**config.mk**
```make
export PLATFORM = sky130hd
export DESIGN_NAME = pc_next_unit
export DESIGN_NICKNAME = d
export VERILOG_FILES = /design/src/rtl/cpu_pkg.sv /design/src/rtl/pc_src_mux.sv /design/src/rtl/pc_next_unit.sv
export SDC_FILE = /design/constraint.sdc
export NUM_CORES = 1
export LEC_CHECK = 0
export ABC_AREA = 1
export ABC_CLOCK_PERIOD_IN_PS = 1400
export CAP_MARGIN = 10
export CORE_ASPECT_RATIO = 1.4
export CORE_UTILIZATION = 25
export CTS_CLUSTER_SIZE = 25
export DETAILED_ROUTE_END_ITERATION = 10
export PLACE_DENSITY_LB_ADDON = 0.05
export SYNTH_ARGS = -nofsm -noshare
export SYNTH_HDL_FRONTEND = slang
export SYNTH_SLANG_ARGS = --single-unit
```
**constraint.sdc**
```tcl
create_clock -name clk -period 1.4 [get_ports clk]
set_clock_uncertainty 0.05 [all_clocks]
set_input_delay 0.28 -clock clk [delete_from_list [all_inputs] [get_ports clk]]
set_output_delay 0.28 -clock clk [all_outputs]
set_load 0.01 [all_outputs]
```
**src/rtl/cpu_pkg.sv**
```systemverilog
// cpu_pkg: shared definitions for the PC-source / exception-entry path.
//   - pc_state_e : exception-entry FSM encoding (RUN / WAIT / LOAD)
//   - VEC_BASE_DEF : default address of the first exception vector byte
//   - EXC_*       : exception cause codes
//   - clamp_exc_code() : folds the unused cause code 3 onto EXC_DIV0
package cpu_pkg;

  typedef enum logic [1:0] {
    ST_RUN  = 2'd0,
    ST_WAIT = 2'd1,
    ST_LOAD = 2'd2
  } pc_state_e;

  localparam int VEC_BASE_DEF = 253;

  localparam logic [1:0] EXC_OPCODE = 2'd0;
  localparam logic [1:0] EXC_OVF    = 2'd1;
  localparam logic [1:0] EXC_DIV0   = 2'd2;

  // Cause code 3 has no vector of its own; it shares the DIV0 entry.
  function automatic logic [1:0] clamp_exc_code(input logic [1:0] code);
    logic [1:0] res;
    if (code == 2'd3) begin
      res = EXC_DIV0;
    end else begin
      res = code;
    end
    return res;
  endfunction

endpackage

```
**src/rtl/pc_src_mux.sv**
```systemverilog
// pc_src_mux: parametrised N-to-1 combinational word mux over a flattened bus.
// Ports:
//   i_bus   [N_SRC*DATA_W] flattened sources, source k at [k*DATA_W +: DATA_W]
//   i_sel   [SEL_W]        source index
//   o_word  [DATA_W]       selected word (zero when i_sel is out of range)
//   o_valid                1 when i_sel < N_SRC
module pc_src_mux #(
  parameter int DATA_W = 32,
  parameter int N_SRC  = 5,
  parameter int SEL_W  = $clog2(N_SRC)
) (
  input  logic [N_SRC*DATA_W-1:0] i_bus,
  input  logic [SEL_W-1:0]        i_sel,
  output logic [DATA_W-1:0]       o_word,
  output logic                    o_valid
);

  // AND-OR select: each source contributes only when its index matches, so an
  // out-of-range index yields zero and leaves o_valid low.
  always_comb begin
    o_word  = '0;
    o_valid = 1'b0;
    for (int k = 0; k < N_SRC; k++) begin
      o_word  = o_word | (i_bus[k*DATA_W +: DATA_W] & {DATA_W{i_sel == SEL_W'(k)}});
      o_valid = o_valid | (i_sel == SEL_W'(k));
    end
  end

endmodule

```
**src/rtl/pc_next_unit.sv**
```systemverilog
// pc_next_unit: next-PC selection, PC register and exception-entry sequencer.
// Ports:
//   clk, reset (async, active-low)
//   src_bus [N_SRC*DATA_W]  flattened PC sources
//   pc_sel  [SEL_W]         source index
//   pc_write / pc_write_cond / br_ne / zero : PC load controls
//   exc_req, exc_code[2]    exception request and cause
//   vec_byte [8]            memory data for the handler-vector read
//   pc, epc, vec_addr [DATA_W]; vec_rd, busy, sel_err : registered outputs
// Exception entry: RUN --exc_req--> WAIT (MEM_LAT cycles) --> LOAD --> RUN.
module pc_next_unit
  import cpu_pkg::*;
#(
  parameter int              DATA_W   = 32,
  parameter int              N_SRC    = 5,
  parameter int              SEL_W    = $clog2(N_SRC),
  parameter int              MEM_LAT  = 2,
  parameter logic [DATA_W-1:0] RESET_PC = '0,
  parameter int              VEC_BASE = VEC_BASE_DEF
) (
  input  logic                    clk,
  input  logic                    reset,
  input  logic [N_SRC*DATA_W-1:0] src_bus,
  input  logic [SEL_W-1:0]        pc_sel,
  input  logic                    pc_write,
  input  logic                    pc_write_cond,
  input  logic                    br_ne,
  input  logic                    zero,
  input  logic                    exc_req,
  input  logic [1:0]              exc_code,
  input  logic [7:0]              vec_byte,
  output logic [DATA_W-1:0]       pc,
  output logic [DATA_W-1:0]       epc,
  output logic [DATA_W-1:0]       vec_addr,
  output logic                    vec_rd,
  output logic                    busy,
  output logic                    sel_err
);

  localparam int CNT_W = (MEM_LAT > 1) ? $clog2(MEM_LAT) : 1;

  pc_state_e         r_state;
  logic [CNT_W-1:0]  r_cnt;
  logic [DATA_W-1:0] r_pc;
  logic [DATA_W-1:0] r_epc;
  logic [DATA_W-1:0] r_vec_addr;
  logic              r_vec_rd;
  logic              r_busy;
  logic              r_sel_err;

  pc_state_e         w_state_nxt;
  logic [CNT_W-1:0]  w_cnt_nxt;
  logic [DATA_W-1:0] w_pc_nxt;
  logic [DATA_W-1:0] w_epc_nxt;
  logic [DATA_W-1:0] w_vec_addr_nxt;
  logic              w_vec_rd_nxt;
  logic              w_busy_nxt;
  logic              w_sel_err_nxt;

  logic [DATA_W-1:0] w_sel_word;
  logic              w_sel_valid;
  logic              w_load_req;

  pc_src_mux #(
    .DATA_W (DATA_W),
    .N_SRC  (N_SRC),
    .SEL_W  (SEL_W)
  ) u_src_mux (
    .i_bus   (src_bus),
    .i_sel   (pc_sel),
    .o_word  (w_sel_word),
    .o_valid (w_sel_valid)
  );

  // A conditional write is taken when zero disagrees with the bne polarity bit.
  assign w_load_req = pc_write | (pc_write_cond & (zero ^ br_ne));

  // Next-state and next-register computation for the exception-entry FSM.
  always_comb begin
    w_state_nxt    = r_state;
    w_cnt_nxt      = r_cnt;
    w_pc_nxt       = r_pc;
    w_epc_nxt      = r_epc;
    w_vec_addr_nxt = r_vec_addr;
    w_vec_rd_nxt   = r_vec_rd;
    w_busy_nxt     = r_busy;
    w_sel_err_nxt  = r_sel_err;
    case (r_state)
      ST_RUN: begin
        if (exc_req) begin
          // Exception wins over any PC load; EPC captures the pre-update PC.
          w_epc_nxt      = r_pc;
          w_vec_addr_nxt = DATA_W'(VEC_BASE) + DATA_W'(clamp_exc_code(exc_code));
          w_vec_rd_nxt   = 1'b1;
          w_busy_nxt     = 1'b1;
          w_cnt_nxt      = CNT_W'(MEM_LAT - 1);
          w_state_nxt    = ST_WAIT;
        end else if (w_load_req) begin
          if (w_sel_valid) begin
            w_pc_nxt = w_sel_word;
          end else begin
            w_sel_err_nxt = 1'b1;
          end
        end else begin
          w_pc_nxt = r_pc;
        end
      end
      ST_WAIT: begin
        // Load requests and new exceptions are ignored while the read is in flight.
        if (r_cnt == '0) begin
          w_state_nxt = ST_LOAD;
        end else begin
          w_cnt_nxt = r_cnt - CNT_W'(1);
        end
      end
      ST_LOAD: begin
        w_pc_nxt     = DATA_W'(vec_byte);
        w_vec_rd_nxt = 1'b0;
        w_busy_nxt   = 1'b0;
        w_state_nxt  = ST_RUN;
      end
      default: begin
        // Unreachable encoding: drop any sequence in progress and resume.
        w_vec_rd_nxt = 1'b0;
        w_busy_nxt   = 1'b0;
        w_cnt_nxt    = '0;
        w_state_nxt  = ST_RUN;
      end
    endcase
  end

  // State and datapath registers; reset aborts any sequence immediately.
  always_ff @(posedge clk or negedge reset) begin
    if (!reset) begin
      r_state    <= ST_RUN;
      r_cnt      <= '0;
      r_pc       <= RESET_PC;
      r_epc      <= '0;
      r_vec_addr <= '0;
      r_vec_rd   <= 1'b0;
      r_busy     <= 1'b0;
      r_sel_err  <= 1'b0;
    end else begin
      r_state    <= w_state_nxt;
      r_cnt      <= w_cnt_nxt;
      r_pc       <= w_pc_nxt;
      r_epc      <= w_epc_nxt;
      r_vec_addr <= w_vec_addr_nxt;
      r_vec_rd   <= w_vec_rd_nxt;
      r_busy     <= w_busy_nxt;
      r_sel_err  <= w_sel_err_nxt;
    end
  end

  assign pc       = r_pc;
  assign epc      = r_epc;
  assign vec_addr = r_vec_addr;
  assign vec_rd   = r_vec_rd;
  assign busy     = r_busy;
  assign sel_err  = r_sel_err;

endmodule
```
Word-level counts from Yosys, hierarchy flattened
Index checks and enable logic that the tools add are counted.

Register bits: 101. Bits in latches: 0. Memory bits (writable): 0. Memory bits (read-only): 0. Bits of input ports: 180. Memories kept: 0.

Add/sub/neg operators: 2. $mul: 0. Div/mod/pow operators: 0. $lt $le $gt $ge: 0. Eq/ne operators: 12. Shift-type cells: 0. Multiplexer cells: 14. Bitwise gates (word level): 20. Reductions and logical operators: 9.

Operators by type and width (count): bitwise AND 32 bit (5); OR 32 bit (4); 2-to-1 mux 32 bit (3); case mux 32 bit (2 select lines) (1); 2-to-1 mux 2 bit (5); adder 8 x 2 -> 9 bit (first input constant) (1); inequality test 2 bit (second input constant) (4); AND reduction 2 bit (4); AND reduction 4 bit (2); == test 3 x 2 -> 1 bit (second input constant) (2); OR 1 bit (5); == test 2 bit (second input constant) (2); inverter 1 bit (4); case mux 2 bit (2 select lines) (1); == test 3 x 1 -> 1 bit (second input constant) (1); == test 3 bit (second input constant) (1); zero test 3 bit (1); case mux 1 bit (3 select lines) (1); == test 2 x 1 -> 1 bit (second input constant) (1); zero test 2 bit (1); 2-to-1 mux 1 bit (2); inequality test 2 x 1 -> 1 bit (second input constant) (1); case mux 1 bit (2 select lines) (1); nonzero test 2 bit (1); other kinds (3) (3).

Longest topological paths before layout
Gate-level depths: netlist (run 1).

Depth in word-level cells: 10. Gate-level depth with buffers: 12. Depth with buffers taken out: 9.

By module
Synthesis (run 1) repeated with hierarchy kept, for this count alone.

Cells, all modules: 773. Area total of the unflattened synthesis: 5170.0 µm².

By module, submodules not included: pc_next_unit (times used 1, cells an instance 379, area each 3364.5 µm²); pc_src_mux (times used 1, cells an instance 394, area each 1805.5 µm²).

Least setup slack after synthesis (run 1)
Ideal clock, no wire load.

Path kind: input to register. Start: in pc_sel[0]. End: reg r_pc[10], in the netlist pc[10]. Library setup time: 117 ps. Data arrival time: 1173 ps. Required time: 1233 ps. Slack: 60 ps. Cell stages on the path: 11. Buffers on the path: 2. Path through: buf_2 > clkinv_2 > nand2_4 > nor2_8 > buf_6 > nand2_1 > nand2_1 > nor2_1 > nand2_1 > nand2_1 > nand2_1.

Cells in the longest elaborated chain, start to end: 10. Elaborated cells on any way between the ends: 24.

Ends and longest elaborated chain: start, declared (RTL line pc_next_unit.sv:24) `input logic [SEL_W-1:0] pc_sel,`; == test 3 x 1 -> 1 bit or zero test 3 bit (tied branches) (RTL line pc_src_mux.sv:24, pc_src_mux.sv:25); bitwise AND 32 bit (RTL line pc_src_mux.sv:24) `o_word = o_word | (i_bus[k*DATA_W +: DATA_W] & {DATA_W{i_sel == SEL_W'(k)}});`; OR 32 bit (4 in a row) (RTL line pc_src_mux.sv:24); 2-to-1 mux 32 bit (RTL line pc_next_unit.sv:99) `if (w_sel_valid) begin`; 2-to-1 mux 32 bit (RTL line pc_next_unit.sv:98) `end else if (w_load_req) begin`; 2-to-1 mux 32 bit (RTL line pc_next_unit.sv:90) `if (exc_req) begin`; case mux 32 bit (2 select lines) (RTL line pc_next_unit.sv:88) `case (r_state)`; end signal, assigned (RTL line pc_next_unit.sv:146) `r_pc <= w_pc_nxt;`; end, declared (RTL line pc_next_unit.sv:44) `logic [DATA_W-1:0] r_pc;`.

Several ways; a longest one is shown, not always the timed one. The select of a mux whose other input is x is not followed. A chain may end at the register's enable or synchronous reset.

==> impl_results.html, run 1 <==
<table>
<tr><th>Metric</th><th>Value</th></tr>
<tr><th colspan="2">Critical path</th></tr>
<tr><td>Required time of the critical path</td><td>~1.1 ns</td></tr>
<tr><td>Critical path startpoint category</td><td>register</td></tr>
<tr><td>Critical Path End Type</td><td>primary output</td></tr>
<tr><td>Biggest fanout along the worst timing path</td><td>5</td></tr>
<tr><td>Data arrival at the endpoint of the critical path</td><td>around 1.1 ns</td></tr>
<tr><td>Classification of the worst setup path</td><td>register to primary output</td></tr>
<tr><th colspan="2">Global route</th></tr>
<tr><td>Number of antenna violations at the first check in global routing</td><td>2</td></tr>
<tr><td>Number of global-route vias before repair</td><td>5232</td></tr>
<tr><td>Wire length of the first global-routing pass</td><td>roughly 29000 um</td></tr>
<tr><td>Global Route Usage Sum</td><td>about a fifth</td></tr>
<tr><td>Largest net degree at the start of global routing</td><td>29</td></tr>
<tr><td>Total overflow reported by the global router</td><td>0</td></tr>
<tr><th colspan="2">Logic synthesis</th></tr>
<tr><td>Most used standard cell by instance count after synthesis</td><td>sky130_fd_sc_hd__nand2_1</td></tr>
<tr><td>Number of instances in the synthesized netlist</td><td>roughly 740</td></tr>
<tr><td>Number of flip-flops and latches in the synthesized netlist</td><td>73</td></tr>
<tr><td>Average cell area after synthesis</td><td>6.48 sq um</td></tr>
<tr><td>Area of the mapped netlist</td><td>~4800 sq um</td></tr>
<tr><td>Count of distinct cell types in the synthesized netlist</td><td>28</td></tr>
<tr><td>Most instantiated flip-flop cell in the synthesis netlist</td><td>sky130_fd_sc_hd__dfrtp_1</td></tr>
<tr><td>Fraction of the yosys area taken by sequential cells</td><td>37.9%</td></tr>
<tr><td>Area leader, netlist</td><td>sky130_fd_sc_hd__dfrtp_1</td></tr>
<tr><td>Top cells by count, synth</td><td>sky130_fd_sc_hd__nand2_1 (337), sky130_fd_sc_hd__dfrtp_1 (73), sky130_fd_sc_hd__inv_1 (63), sky130_fd_sc_hd__nor2_1 (63), sky130_fd_sc_hd__nand3_1 (61)</td></tr>
<tr><td>Leading post-synthesis cells by cell area</td><td>sky130_fd_sc_hd__dfrtp_1 (38%), sky130_fd_sc_hd__nand2_1 (26%), sky130_fd_sc_hd__nand3_1 (6.3%)</td></tr>
<tr><td>Share of synthesized flip-flops with an asynchronous set or reset</td><td>100%</td></tr>
<tr><td>Number of warnings reported in the yosys synthesis log</td><td>0</td></tr>
<tr><td>EDFF count, synth</td><td>0</td></tr>
<tr><td>Fraction of synthesized cell area taken by the top area cell type</td><td>approximately 38%</td></tr>
<tr><th colspan="2">Floorplanning</th></tr>
<tr><td>Core area</td><td>between 15000 and 20000 sq um</td></tr>
<tr><td>I/O pin count</td><td>279</td></tr>
<tr><td>FP Rows</td><td>59</td></tr>
<tr><td>Die area</td><td>around 20000 sq um</td></tr>
<tr><td>Chip Height</td><td>roughly 170 um</td></tr>
<tr><td>Starting Density</td><td>25.7%</td></tr>
<tr><td>Chip width</td><td>119 um</td></tr>
<tr><th colspan="2">CTS</th></tr>
<tr><td>Root buf cell</td><td>sky130_fd_sc_hd__clkbuf_16</td></tr>
<tr><td>Clock tree from TritonCTS</td><td>built</td></tr>
<tr><td>Worst-skew pair later-pin latency</td><td>between 0.3 and 0.4 ns</td></tr>
<tr><td>H-tree level count</td><td>3</td></tr>
<tr><td>Register clock-pin slew on the reported worst setup and hold paths</td><td>approximately 0.05 ns</td></tr>
<tr><td>Inserted Clock Buffers</td><td>9</td></tr>
<tr><td>Clk buf depth</td><td>2</td></tr>
<tr><td>Count of clock tree sinks</td><td>73</td></tr>
<tr><th colspan="2">Final layout</th></tr>
<tr><td>Area Growth Syn to Fin</td><td>76.2%</td></tr>
<tr><td>Fraction of the core area covered by cells at the end of the flow</td><td>45.3%</td></tr>
<tr><td>Total number of nets in the final design</td><td>about 1200</td></tr>
<tr><td>Non-filler instance count after layout</td><td>1286</td></tr>
<tr><td>Layout cell share with drive strength beyond 1</td><td>about 16%</td></tr>
<tr><th colspan="2">Timing</th></tr>
<tr><td>Final worst-path cycle share</td><td>101%</td></tr>
<tr><td>Highest attainable clock frequency</td><td>slightly above 700 MHz</td></tr>
<tr><td>Final number of hold-violating endpoints</td><td>0</td></tr>
<tr><td>Aggregate negative setup slack</td><td>-0.0879 ns</td></tr>
<tr><td>RSZ-0062 raised after global routing</td><td>yes</td></tr>
<tr><td>Final setup violation count</td><td>10</td></tr>
<tr><td>Worst path setup slack after routing</td><td>-0.0154 ns</td></tr>
<tr><td>Post-layout minimum cycle time</td><td>between 1 and 1.5 ns</td></tr>
<tr><td>Number of pins exceeding their max-slew limit in the final report</td><td>0</td></tr>
<tr><th colspan="2">Routing</th></tr>
<tr><td>Total number of vias</td><td>5401</td></tr>
<tr><td>Violation count after the first detailed-route iteration</td><td>~180</td></tr>
<tr><td>Via density per instance</td><td>4.20</td></tr>
<tr><td>Routed length per instance</td><td>~15 um</td></tr>
<tr><td>Remaining number of nets flagged by the antenna check after routing</td><td>0</td></tr>
<tr><td>Final wirelength</td><td>between 15000 and 20000 um</td></tr>
<tr><td>Drt drc</td><td>0</td></tr>
<tr><td>First-pass detailed-route iteration total</td><td>6</td></tr>
<tr><th colspan="2">Place</th></tr>
<tr><td>Number of placed cells counting well taps</td><td>1253</td></tr>
<tr><td>Routability cong.</td><td>0.779</td></tr>
<tr><td>Post-DP HPWL</td><td>between 15000 and 20000 um</td></tr>
<tr><td>Port Buf Inserts</td><td>255</td></tr>
<tr><td>Post-Place Worst Slack</td><td>-0.621 ns</td></tr>
<tr><th colspan="2">Power</th></tr>
<tr><td>Power Density</td><td>between 1000 and 1500 nW/um^2</td></tr>
<tr><td>Overall power after layout</td><td>around 11 mW</td></tr>
<tr><td>Max VDD drop</td><td>about 0.64 mV</td></tr>
<tr><td>Leakage</td><td>4.62 nW</td></tr>
<tr><th colspan="2">Hold path</th></tr>
<tr><td>Class of the tightest hold or removal check</td><td>input pin to asynchronous set/reset pin</td></tr>
<tr><th colspan="2">Run status</th></tr>
<tr><td>Run status</td><td>complete, but fails checks</td></tr>
<tr><td>Violations in the final reports</td><td>setup timing</td></tr>
<tr><th colspan="2">Job</th></tr>
<tr><td>Max-cap violation count</td><td>0</td></tr>
</table>
==> worst max-delay path, cell delays in order, from the launching register on <==
cell and delay [ns]:
sky130_fd_sc_hd__dfrtp_1 0.42, sky130_fd_sc_hd__buf_6 0.13, sky130_fd_sc_hd__buf_6 0.11, sky130_fd_sc_hd__buf_6 0.11
==> through the flow <==
step / area, sq um / hold WS (ns)
2_1_floorplan: 4900 / -0.0656
3_3_place_gp: 7830 / 0.120
3_5_place_dp: 7830 / 0.125
4_1_cts: 8080 / 0.312
5_1_grt: 8490 / 0.323
6_report: 8490 / 0.320
==> kinds of logic (layout without fill, tap and decap cells) <==
logic type	Yosys count	count (layout)	synth area share, %
AND/OR/NAND/NOR	517	518	45.8
buffers and inverters	142	416	15.1
flip-flops	73	73	37.9
AO/OA/AOI/OAI	10	10	1.14
other	1	25	0.0779
==> placed cells by master (no fill, tap or decap), types with 9 or more instances in the layout <==
cell                                n
sky130_fd_sc_hd__nor2_1            59
sky130_fd_sc_hd__nand3_1           60
sky130_fd_sc_hd__nand2_4            9
sky130_fd_sc_hd__buf_12            12
sky130_fd_sc_hd__nand2_1          304
sky130_fd_sc_hd__inv_1             61
sky130_fd_sc_hd__buf_6              9
sky130_fd_sc_hd__dlygate4sd2_1     64
sky130_fd_sc_hd__clkbuf_16         13
sky130_fd_sc_hd__clkdlybuf4s15_1   10
sky130_fd_sc_hd__conb_1            23
sky130_fd_sc_hd__buf_4             50
sky130_fd_sc_hd__nand2_2           26
sky130_fd_sc_hd__dfrtp_1           72
sky130_fd_sc_hd__clkdlybuf4s50_1  173
sky130_fd_sc_hd__inv_2              9
sky130_fd_sc_hd__nand4_1           36
==> state kept, by name, indices dropped and copies added, names as in the netlist <==
name      count
r_cnt         1
vec_addr      4
busy          1
pc           32
epc          32
r_state       2
sel_err       1
==> final timing paths <==
kind | from | to | slack (ns) | cells past startpoint
min | reset | epc[2] | 0.32 | 2
max | vec_addr[7] | vec_addr[6] | -0.02 | 3
min in group clk | r_cnt | r_state[1] | 0.37 | 1
min reg2reg | r_cnt | r_state[1] | 0.37 | 1
max reg2reg | r_state[0] | epc[23] | -0.02 | 8
max in group asynchronous | reset | pc[18] | 0.53 | 3
==> metal layers <==
layer  up-vias  global-route usage (%)  wire [um]
li1       2832                       -          -
met1      2373                    22.7       7820
met2       180                    34.2       9970
met3        16                    3.71        991
met4         0                    5.38        308
met5         -                       0          0
==> where the power goes <==
group          internal, mW  switching [mW]
registers              3.05           0.718
logic                  2.93            2.80
clock network          1.22           0.791
==> final cells by class <==
class / instances / area, sq um
tap: 244 / 305
antenna: 2 / 5.00
inverter: 74 / 292
clock buffer: 12 / 246
multi-input combinational: 551 / 2530
sequential: 73 / 1830
timing repair buffer: 329 / 3270
fill: 2037 / 10300
clock inverter: 1 / 5.00
==> what timing repair did <==
item,CTS,global route
hold buffers,1,0
gates resized for setup,96,81
hold endpoints to repair,14,0
pin swaps,3,8
cloned,1,5
buffers inserted,5,6
setup endpoints to repair,144,79
Note: power is estimated with default switching activity, not from simulation.
==> inputs of run 2 (changes only) <==
--- a/config.mk
+++ b/config.mk
@@ -8,8 +8,10 @@
 export ABC_AREA = 1
 export ABC_CLOCK_PERIOD_IN_PS = 1400
 export CAP_MARGIN = 10
+export CELL_PAD_IN_SITES_DETAIL_PLACEMENT = 1
+export CELL_PAD_IN_SITES_GLOBAL_PLACEMENT = 2
 export CORE_ASPECT_RATIO = 1.4
-export CORE_UTILIZATION = 25
+export CORE_UTILIZATION = 19
 export CTS_CLUSTER_SIZE = 25
 export DETAILED_ROUTE_END_ITERATION = 10
 export PLACE_DENSITY_LB_ADDON = 0.05
==> constraint.sdc (replaced) <==
create_clock -name clk -period 1.4 [get_ports clk]
set_clock_uncertainty 0.05 [all_clocks]
set_input_delay 0.14 -clock clk [delete_from_list [all_inputs] [get_ports clk]]
set_output_delay 0.14 -clock clk [all_outputs]
set_load 0.01 [all_outputs]
==> impl_results.html, run 2 (same netlist as run 1, synthesis figures left out) <==
<table>
<tr><th>Metric</th><th>Value</th></tr>
<tr><th colspan="2">Timing</th></tr>
<tr><td>Final number of hold-violating endpoints</td><td>0</td></tr>
<tr><td>Worst path setup slack after routing</td><td>0.000783 ns</td></tr>
<tr><td>Highest attainable clock frequency</td><td>between 700 and 800 MHz</td></tr>
<tr><td>Final worst-path cycle share</td><td>approximately 100%</td></tr>
<tr><td>Hold WS</td><td>0.210 ns</td></tr>
<tr><td>Number of pins exceeding their max-slew limit in the final report</td><td>0</td></tr>
<tr><td>Post-layout minimum cycle time</td><td>1.40 ns</td></tr>
<tr><td>RSZ-0062 raised after global routing</td><td>yes</td></tr>
<tr><td>Final setup violation count</td><td>0</td></tr>
<tr><th colspan="2">Global route</th></tr>
<tr><td>Wire length of the first global-routing pass</td><td>approximately 32000 um</td></tr>
<tr><td>Number of global-route vias before repair</td><td>roughly 5600</td></tr>
<tr><td>Total overflow reported by the global router</td><td>0</td></tr>
<tr><td>Number of antenna violations at the first check in global routing</td><td>1</td></tr>
<tr><td>Global Route Usage Sum</td><td>approximately 16%</td></tr>
<tr><td>Largest net degree at the start of global routing</td><td>39</td></tr>
<tr><th colspan="2">Hold path</th></tr>
<tr><td>Class of the tightest hold or removal check</td><td>input pin to asynchronous set/reset pin</td></tr>
<tr><th colspan="2">Critical path</th></tr>
<tr><td>Classification of the worst setup path</td><td>register to register</td></tr>
<tr><td>Critical Path End Type</td><td>register</td></tr>
<tr><td>Setup slack, reg-to-reg</td><td>about 0.0008 ns</td></tr>
<tr><td>Biggest fanout along the worst timing path</td><td>9</td></tr>
<tr><td>Data arrival at the endpoint of the critical path</td><td>about 1.6 ns</td></tr>
<tr><td>Crit path cell chain</td><td>buf_6, nor2_4, inv_2, nor2_4, buf_4, clkbuf_16, or2_2</td></tr>
<tr><td>Crit path buffers/inverters</td><td>4</td></tr>
<tr><td>Slowest-stage cell, CP</td><td>sky130_fd_sc_hd__dfrtp_1</td></tr>
<tr><td>Critical path startpoint category</td><td>register</td></tr>
<tr><td>Maximum single-stage delay on the critical path</td><td>roughly 0.38 ns</td></tr>
<tr><td>Most used cell along the critical path</td><td>sky130_fd_sc_hd__nor2_4</td></tr>
<tr><td>Required time of the critical path</td><td>roughly 1.6 ns</td></tr>
<tr><td>Cell family with most CP delay</td><td>buffers and inverters</td></tr>
<tr><th colspan="2">Power</th></tr>
<tr><td>Switching part of the total power</td><td>38.2%</td></tr>
<tr><td>Switching Power</td><td>between 4 and 5 mW</td></tr>
<tr><td>Leakage</td><td>4.55 nW</td></tr>
<tr><td>Clk pwr share</td><td>between 10% and 20%</td></tr>
<tr><td>Flop pwr share</td><td>about a third</td></tr>
<tr><td>Combinational share of power</td><td>49.1%</td></tr>
<tr><td>Power Density</td><td>~1400 nW/um^2</td></tr>
<tr><td>Max VDD drop</td><td>between 0.6 and 0.7 mV</td></tr>
<tr><td>P_int</td><td>slightly above 7 mW</td></tr>
<tr><th colspan="2">Floorplanning</th></tr>
<tr><td>FP Rows</td><td>between 60 and 70</td></tr>
<tr><td>Die area</td><td>approximately 26000 sq um</td></tr>
<tr><td>Chip width</td><td>roughly 140 um</td></tr>
<tr><td>Core area</td><td>24800 sq um</td></tr>
<tr><td>I/O pin count</td><td>279</td></tr>
<tr><td>Chip Height</td><td>around 190 um</td></tr>
<tr><td>Starting Density</td><td>between 10% and 20%</td></tr>
<tr><th colspan="2">CTS</th></tr>
<tr><td>Clock tree from TritonCTS</td><td>built</td></tr>
<tr><td>Clk buf depth</td><td>2</td></tr>
<tr><td>Root buf cell</td><td>sky130_fd_sc_hd__clkbuf_16</td></tr>
<tr><td>Worst-skew pair later-pin latency</td><td>between 0.3 and 0.4 ns</td></tr>
<tr><td>Inserted Clock Buffers</td><td>9</td></tr>
<tr><td>Register clock-pin slew on the reported worst setup and hold paths</td><td>0.06 ns</td></tr>
<tr><td>Count of clock tree sinks</td><td>73</td></tr>
<tr><td>H-tree level count</td><td>3</td></tr>
<tr><th colspan="2">Routing</th></tr>
<tr><td>Violation count after the first detailed-route iteration</td><td>about 90</td></tr>
<tr><td>Final wirelength</td><td>around 22000 um</td></tr>
<tr><td>Routed length per instance</td><td>between 15 and 20 um</td></tr>
<tr><td>Drt drc</td><td>0</td></tr>
<tr><td>First-pass detailed-route iteration total</td><td>4</td></tr>
<tr><td>Via density per instance</td><td>approximately 4.0</td></tr>
<tr><td>Remaining number of nets flagged by the antenna check after routing</td><td>0</td></tr>
<tr><td>Total number of vias</td><td>between 5000 and 6000</td></tr>
<tr><th colspan="2">Final layout</th></tr>
<tr><td>Commonest cells after routing, fill and taps aside</td><td>sky130_fd_sc_hd__nand2_1 (332), sky130_fd_sc_hd__clkdlybuf4s50_1 (175), sky130_fd_sc_hd__dlygate4sd2_1 (75)</td></tr>
<tr><td>Total number of nets in the final design</td><td>between 1000 and 1500</td></tr>
<tr><td>Area Growth Syn to Fin</td><td>74.1%</td></tr>
<tr><td>Layout cell share with drive strength beyond 1</td><td>approximately 12%</td></tr>
<tr><td>Fill cells</td><td>roughly 3100</td></tr>
<tr><td>Most common cell after layout, fill and taps aside</td><td>sky130_fd_sc_hd__nand2_1</td></tr>
<tr><td>Total area of sequential cells</td><td>~1800 sq um</td></tr>
<tr><td>Fin area</td><td>8380 sq um</td></tr>
<tr><td>Multi-input gate area in the final layout</td><td>2400 sq um</td></tr>
<tr><th colspan="2">Job</th></tr>
<tr><td>Max-cap violation count</td><td>0</td></tr>
<tr><th colspan="2">Place</th></tr>
<tr><td>Routability cong.</td><td>between 0.7 and 0.8</td></tr>
<tr><td>Post-Place Worst Slack</td><td>-0.484 ns</td></tr>
<tr><td>Post-DP HPWL</td><td>17200 um</td></tr>
<tr><td>Port Buf Inserts</td><td>approximately 260</td></tr>
<tr><td>Placed inst area</td><td>between 7000 and 8000 sq um</td></tr>
<tr><th colspan="2">Run status</th></tr>
<tr><td>Run status</td><td>finished clean</td></tr>
</table>
## run 2: cell count changes in the layout (fill, tap and decap cells not counted), sizes merged
cell           previous run  this run
clkinv                    4         6
buf                      73        65
clkdlybuf4s50           173       175
clkdlybuf4s15            10         2
inv                      71        72
clkinvlp                  0         1
diode                     2         1
dlygate4sd2              64        75
dlymetal6s2s              2         0
clkbuf                   18        15
## run 2: what timing repair did
| action | CTS | global route |
|---|---|---|
| setup endpoints to repair | 142 | 62 |
| hold buffers | 1 | 0 |
| setup buffers | 9 | 3 |
| pin swaps | 2 | 6 |
| endpoints found under the hold margin | 43 | 0 |
| gates resized for setup | 87 | 21 |
| gates cloned | 1 | 6 |
## run 2: final timing paths
check	start	endpoint	cells after the start
setup / recovery	r_state[0]	vec_addr[7]	7
max in group asynchronous	reset	pc[15]	3
hold reg to reg	r_cnt	r_state[1]	1
setup reg to reg	r_state[0]	vec_addr[7]	7
min in group clk	exc_code[1]	vec_addr[0]	3
hold / removal	reset	epc[1]	2
## run 2: final cells by class
type	instances	share of cell area, %
diodes	1	0.0298
clock buffers	11	2.90
clock inverters	5	0.373
inverters	74	3.45
multi-input cells	551	28.6
flip-flops and latches	73	21.8
well taps	315	4.70
repair buffers	322	38.1
## run 2: routing by layer
metal | track usage, % | vias up | share of wire [%]
li1 | - | 2806 | -
met1 | 19.8 | 2465 | 41
met2 | 29.2 | 161 | 52
met3 | 3.80 | 9 | 5.7
met4 | 3.80 | 0 | 1.2
met5 | 0 | - | 0
## run 2: metrics by stage
| stage | TNS, ns | util [%] | total power, mW | cells |
|---|---|---|---|---|
| 4_1_cts | 0 | 33.1 | 11.1 | 1342 |
| 3_3_place_gp | -18.17 | 31.8 | 9.33 | 1315 |
| 2_1_floorplan | 0 | - | 5.85 | 765 |
| 3_5_place_dp | -19.54 | 31.8 | 9.39 | 1315 |
| 5_1_grt | -1.39 | 33.9 | 12.3 | 1352 |
| 6_report | 0 | 33.9 | 11.4 | 1352 |
## run 2: power by group through the flow
stage               logic, mW  registers [mW]  clock network [mW]
global placement         5.58            3.75                   0
CTS                      5.18            3.70                2.20
floorplan                1.82            4.03                   0
detailed placement       5.61            3.78                   0
global route             6.19            3.83                2.27
finish                   5.60            3.70                2.12
## run 2: worst reg2reg max path, delay by kind of cell (launching register included)
| family | cells | cell delay [ns] |
|---|---|---|
| buffers and inverters | 4 | 0.51 |
| DFF | 1 | 0.38 |
| and+or+nand+nor | 3 | 0.35 |
==> inputs of run 3 (changes only) <==
--- a/config.mk
+++ b/config.mk
@@ -11,10 +11,11 @@
 export CELL_PAD_IN_SITES_DETAIL_PLACEMENT = 1
 export CELL_PAD_IN_SITES_GLOBAL_PLACEMENT = 2
 export CORE_ASPECT_RATIO = 1.4
+export CORE_MARGIN = 2
 export CORE_UTILIZATION = 19
 export CTS_CLUSTER_SIZE = 25
 export DETAILED_ROUTE_END_ITERATION = 10
-export PLACE_DENSITY_LB_ADDON = 0.05
+export PLACE_DENSITY = 0.95
 export SYNTH_ARGS = -nofsm -noshare
 export SYNTH_HDL_FRONTEND = slang
 export SYNTH_SLANG_ARGS = --single-unit
==> impl_results.html, run 3 (same netlist as run 1, synthesis figures left out) <==
<table>
<tr><th>Metric</th><th>Value</th></tr>
<tr><th colspan="2">Critical path</th></tr>
<tr><td>Maximum single-stage delay on the critical path</td><td>~0.40 ns</td></tr>
<tr><td>Critical path startpoint category</td><td>register</td></tr>
<tr><td>Required time of the critical path</td><td>approximately 1.6 ns</td></tr>
<tr><td>Cell count along the critical path</td><td>9</td></tr>
<tr><td>Data arrival at the endpoint of the critical path</td><td>1.63 ns</td></tr>
<tr><td>Logic depth of the worst register-to-register path</td><td>9</td></tr>
<tr><td>Crit path cell chain</td><td>buf_6, nor2_4, inv_2, nor2_4, buf_6, clkinv_8, clkbuf_16, nand2_1, nand2_1</td></tr>
<tr><td>Crit path buffers/inverters</td><td>5</td></tr>
<tr><td>Classification of the worst setup path</td><td>register to register</td></tr>
<tr><td>Critical Path End Type</td><td>register</td></tr>
<tr><td>Cell family with most CP delay</td><td>buffers and inverters</td></tr>
<tr><td>Slowest-stage cell, CP</td><td>sky130_fd_sc_hd__dfrtp_1</td></tr>
<tr><td>Biggest fanout along the worst timing path</td><td>8</td></tr>
<tr><th colspan="2">Power</th></tr>
<tr><td>Max VDD drop</td><td>0.594 mV</td></tr>
<tr><td>Overall power after layout</td><td>roughly 12 mW</td></tr>
<tr><td>Power Density</td><td>around 1400 nW/um^2</td></tr>
<tr><td>Leakage</td><td>4.65 nW</td></tr>
<tr><th colspan="2">Final layout</th></tr>
<tr><td>Commonest cells after routing, fill and taps aside</td><td>sky130_fd_sc_hd__nand2_1 (305), sky130_fd_sc_hd__clkdlybuf4s50_1 (175), sky130_fd_sc_hd__dlygate4sd2_1 (75)</td></tr>
<tr><td>Multi-input gate area in the final layout</td><td>between 2000 and 3000 sq um</td></tr>
<tr><td>Fraction of the core area covered by cells at the end of the flow</td><td>35.0%</td></tr>
<tr><td>Layout cell share with drive strength beyond 1</td><td>between 10% and 20%</td></tr>
<tr><td>Non-filler instance count after layout</td><td>~1400</td></tr>
<tr><td>Area Growth Syn to Fin</td><td>79.8%</td></tr>
<tr><td>Fill cells</td><td>3032</td></tr>
<tr><td>Fin area</td><td>between 8000 and 9000 sq um</td></tr>
<tr><td>Most common cell after layout, fill and taps aside</td><td>sky130_fd_sc_hd__nand2_1</td></tr>
<tr><td>Total area of sequential cells</td><td>around 1800 sq um</td></tr>
<tr><td>Total number of nets in the final design</td><td>1215</td></tr>
<tr><th colspan="2">Global route</th></tr>
<tr><td>Total overflow reported by the global router</td><td>0</td></tr>
<tr><td>Largest net degree at the start of global routing</td><td>30</td></tr>
<tr><td>Wire length of the first global-routing pass</td><td>between 30000 and 40000 um</td></tr>
<tr><td>Number of antenna violations at the first check in global routing</td><td>3</td></tr>
<tr><td>Number of global-route vias before repair</td><td>5945</td></tr>
<tr><td>Global Route Usage Sum</td><td>17.0%</td></tr>
<tr><th colspan="2">Place</th></tr>
<tr><td>Routability cong.</td><td>0.864</td></tr>
<tr><td>Port Buf Inserts</td><td>about 260</td></tr>
<tr><td>Placed inst area</td><td>around 7900 sq um</td></tr>
<tr><td>Post-DP HPWL</td><td>about 18000 um</td></tr>
<tr><td>Post-Place Worst Slack</td><td>-0.493 ns</td></tr>
<tr><td>Number of placed cells counting well taps</td><td>1319</td></tr>
<tr><th colspan="2">Floorplanning</th></tr>
<tr><td>Starting Density</td><td>between 10% and 20%</td></tr>
<tr><td>Chip Height</td><td>about 190 um</td></tr>
<tr><td>I/O pin count</td><td>around 280</td></tr>
<tr><td>Core area</td><td>between 20000 and 25000 sq um</td></tr>
<tr><td>Die area</td><td>26700 sq um</td></tr>
<tr><td>Chip width</td><td>approximately 140 um</td></tr>
<tr><td>FP Rows</td><td>68</td></tr>
<tr><th colspan="2">Routing</th></tr>
<tr><td>Drt drc</td><td>0</td></tr>
<tr><td>Remaining number of nets flagged by the antenna check after routing</td><td>0</td></tr>
<tr><td>Total number of vias</td><td>between 5000 and 6000</td></tr>
<tr><td>Routed length per instance</td><td>between 15 and 20 um</td></tr>
<tr><td>Violation count after the first detailed-route iteration</td><td>148</td></tr>
<tr><td>Via density per instance</td><td>between 4 and 5</td></tr>
<tr><td>Final wirelength</td><td>about 24000 um</td></tr>
<tr><td>First-pass detailed-route iteration total</td><td>4</td></tr>
<tr><th colspan="2">Timing</th></tr>
<tr><td>Final worst-path cycle share</td><td>104%</td></tr>
<tr><td>Worst path setup slack after routing</td><td>-0.0609 ns</td></tr>
<tr><td>Hold WS</td><td>0.229 ns</td></tr>
<tr><td>Highest attainable clock frequency</td><td>684 MHz</td></tr>
<tr><td>Post-layout minimum cycle time</td><td>1.46 ns</td></tr>
<tr><td>RSZ-0062 raised after global routing</td><td>yes</td></tr>
<tr><td>Final number of hold-violating endpoints</td><td>0</td></tr>
<tr><td>Final setup violation count</td><td>35</td></tr>
<tr><td>Aggregate negative setup slack</td><td>-0.814 ns</td></tr>
<tr><td>Number of pins exceeding their max-slew limit in the final report</td><td>0</td></tr>
<tr><th colspan="2">CTS</th></tr>
<tr><td>Inserted Clock Buffers</td><td>9</td></tr>
<tr><td>H-tree level count</td><td>3</td></tr>
<tr><td>Clock tree from TritonCTS</td><td>built</td></tr>
<tr><td>Worst-skew pair later-pin latency</td><td>about 0.33 ns</td></tr>
<tr><td>Root buf cell</td><td>sky130_fd_sc_hd__clkbuf_16</td></tr>
<tr><td>Clk buf depth</td><td>2</td></tr>
<tr><td>Count of clock tree sinks</td><td>73</td></tr>
<tr><td>Register clock-pin slew on the reported worst setup and hold paths</td><td>~0.06 ns</td></tr>
<tr><th colspan="2">Run status</th></tr>
<tr><td>Violations in the final reports</td><td>setup timing</td></tr>
<tr><td>Run status</td><td>complete, but fails checks</td></tr>
<tr><th colspan="2">Hold path</th></tr>
<tr><td>Class of the tightest hold or removal check</td><td>input pin to asynchronous set/reset pin</td></tr>
<tr><th colspan="2">Job</th></tr>
<tr><td>Max-cap violation count</td><td>0</td></tr>
</table>
==> run 3: cell types whose count changed in the layout (fill, tap and decap cells not counted), sizes merged <==
cell / previous run / this run
clkbuf: 15 / 14
dlymetal6s2s: 0 / 1
bufbuf: 0 / 1
diode: 1 / 5
clkinv: 6 / 5
clkinvlp: 1 / 2
buf: 65 / 69
clkdlybuf4s15: 2 / 1
inv: 72 / 71
bufinv: 0 / 1
==> run 3: what timing repair did <==
action | in CTS | in global routing
gates resized for setup | 107 | 56
hold buffers | 1 | 0
cloned | 5 | 3
setup buffers | 15 | 0
hold endpoints to repair | 27 | 0
pin swaps | 4 | 3
endpoints found under the setup margin | 144 | 71
==> run 3: path summary, 6_finish.rpt <==
check                             from          end  slack [ns]
setup / recovery            r_state[0]       epc[9]       -0.06
hold / removal                   reset       epc[0]        0.23
setup reg to reg            r_state[0]       epc[9]       -0.06
hold reg to reg                  r_cnt   r_state[1]        0.40
max in group asynchronous        reset       pc[24]        0.55
min in group clk           exc_code[1]  vec_addr[0]        0.33
==> run 3: metal layers <==
layer	part of all wire, %	vias to the layer above	global-route usage, %	routed length, um
met4	4.4	0	8.24	1040
met1	39	2688	19.5	9270
met5	0	-	0	0
li1	-	2826	-	-
met2	52	174	31.1	12300
met3	4.0	42	2.43	955
==> run 3: worst reg2reg max path, cell delays in order (launching register included) <==
cell	delay, ns
sky130_fd_sc_hd__dfrtp_1	0.40
sky130_fd_sc_hd__buf_6	0.13
sky130_fd_sc_hd__nor2_4	0.09
sky130_fd_sc_hd__inv_2	0.06
sky130_fd_sc_hd__nor2_4	0.11
sky130_fd_sc_hd__buf_6	0.14
sky130_fd_sc_hd__clkinv_8	0.08
sky130_fd_sc_hd__clkbuf_16	0.17
sky130_fd_sc_hd__nand2_1	0.07
sky130_fd_sc_hd__nand2_1	0.05
==> run 3: report_power, final <==
| part | leakage, nW | internal, mW | switching (mW) |
|---|---|---|---|
| clock | 0.142 | 1.42 | 0.890 |
| sequential | 0.953 | 3.04 | 0.788 |
| combinational | 3.56 | 3.13 | 3.11 |
==> run 3: area by class of cell <==
class,count,area share (%)
Antenna cell,5,0.145
Clock buffer,11,2.80
Clock inverter,5,0.636
Inverter,74,3.57
Multi-Input combinational cell,551,29.1
Sequential cell,73,21.1
Tap cell,315,4.55
Timing Repair Buffer,326,38.1
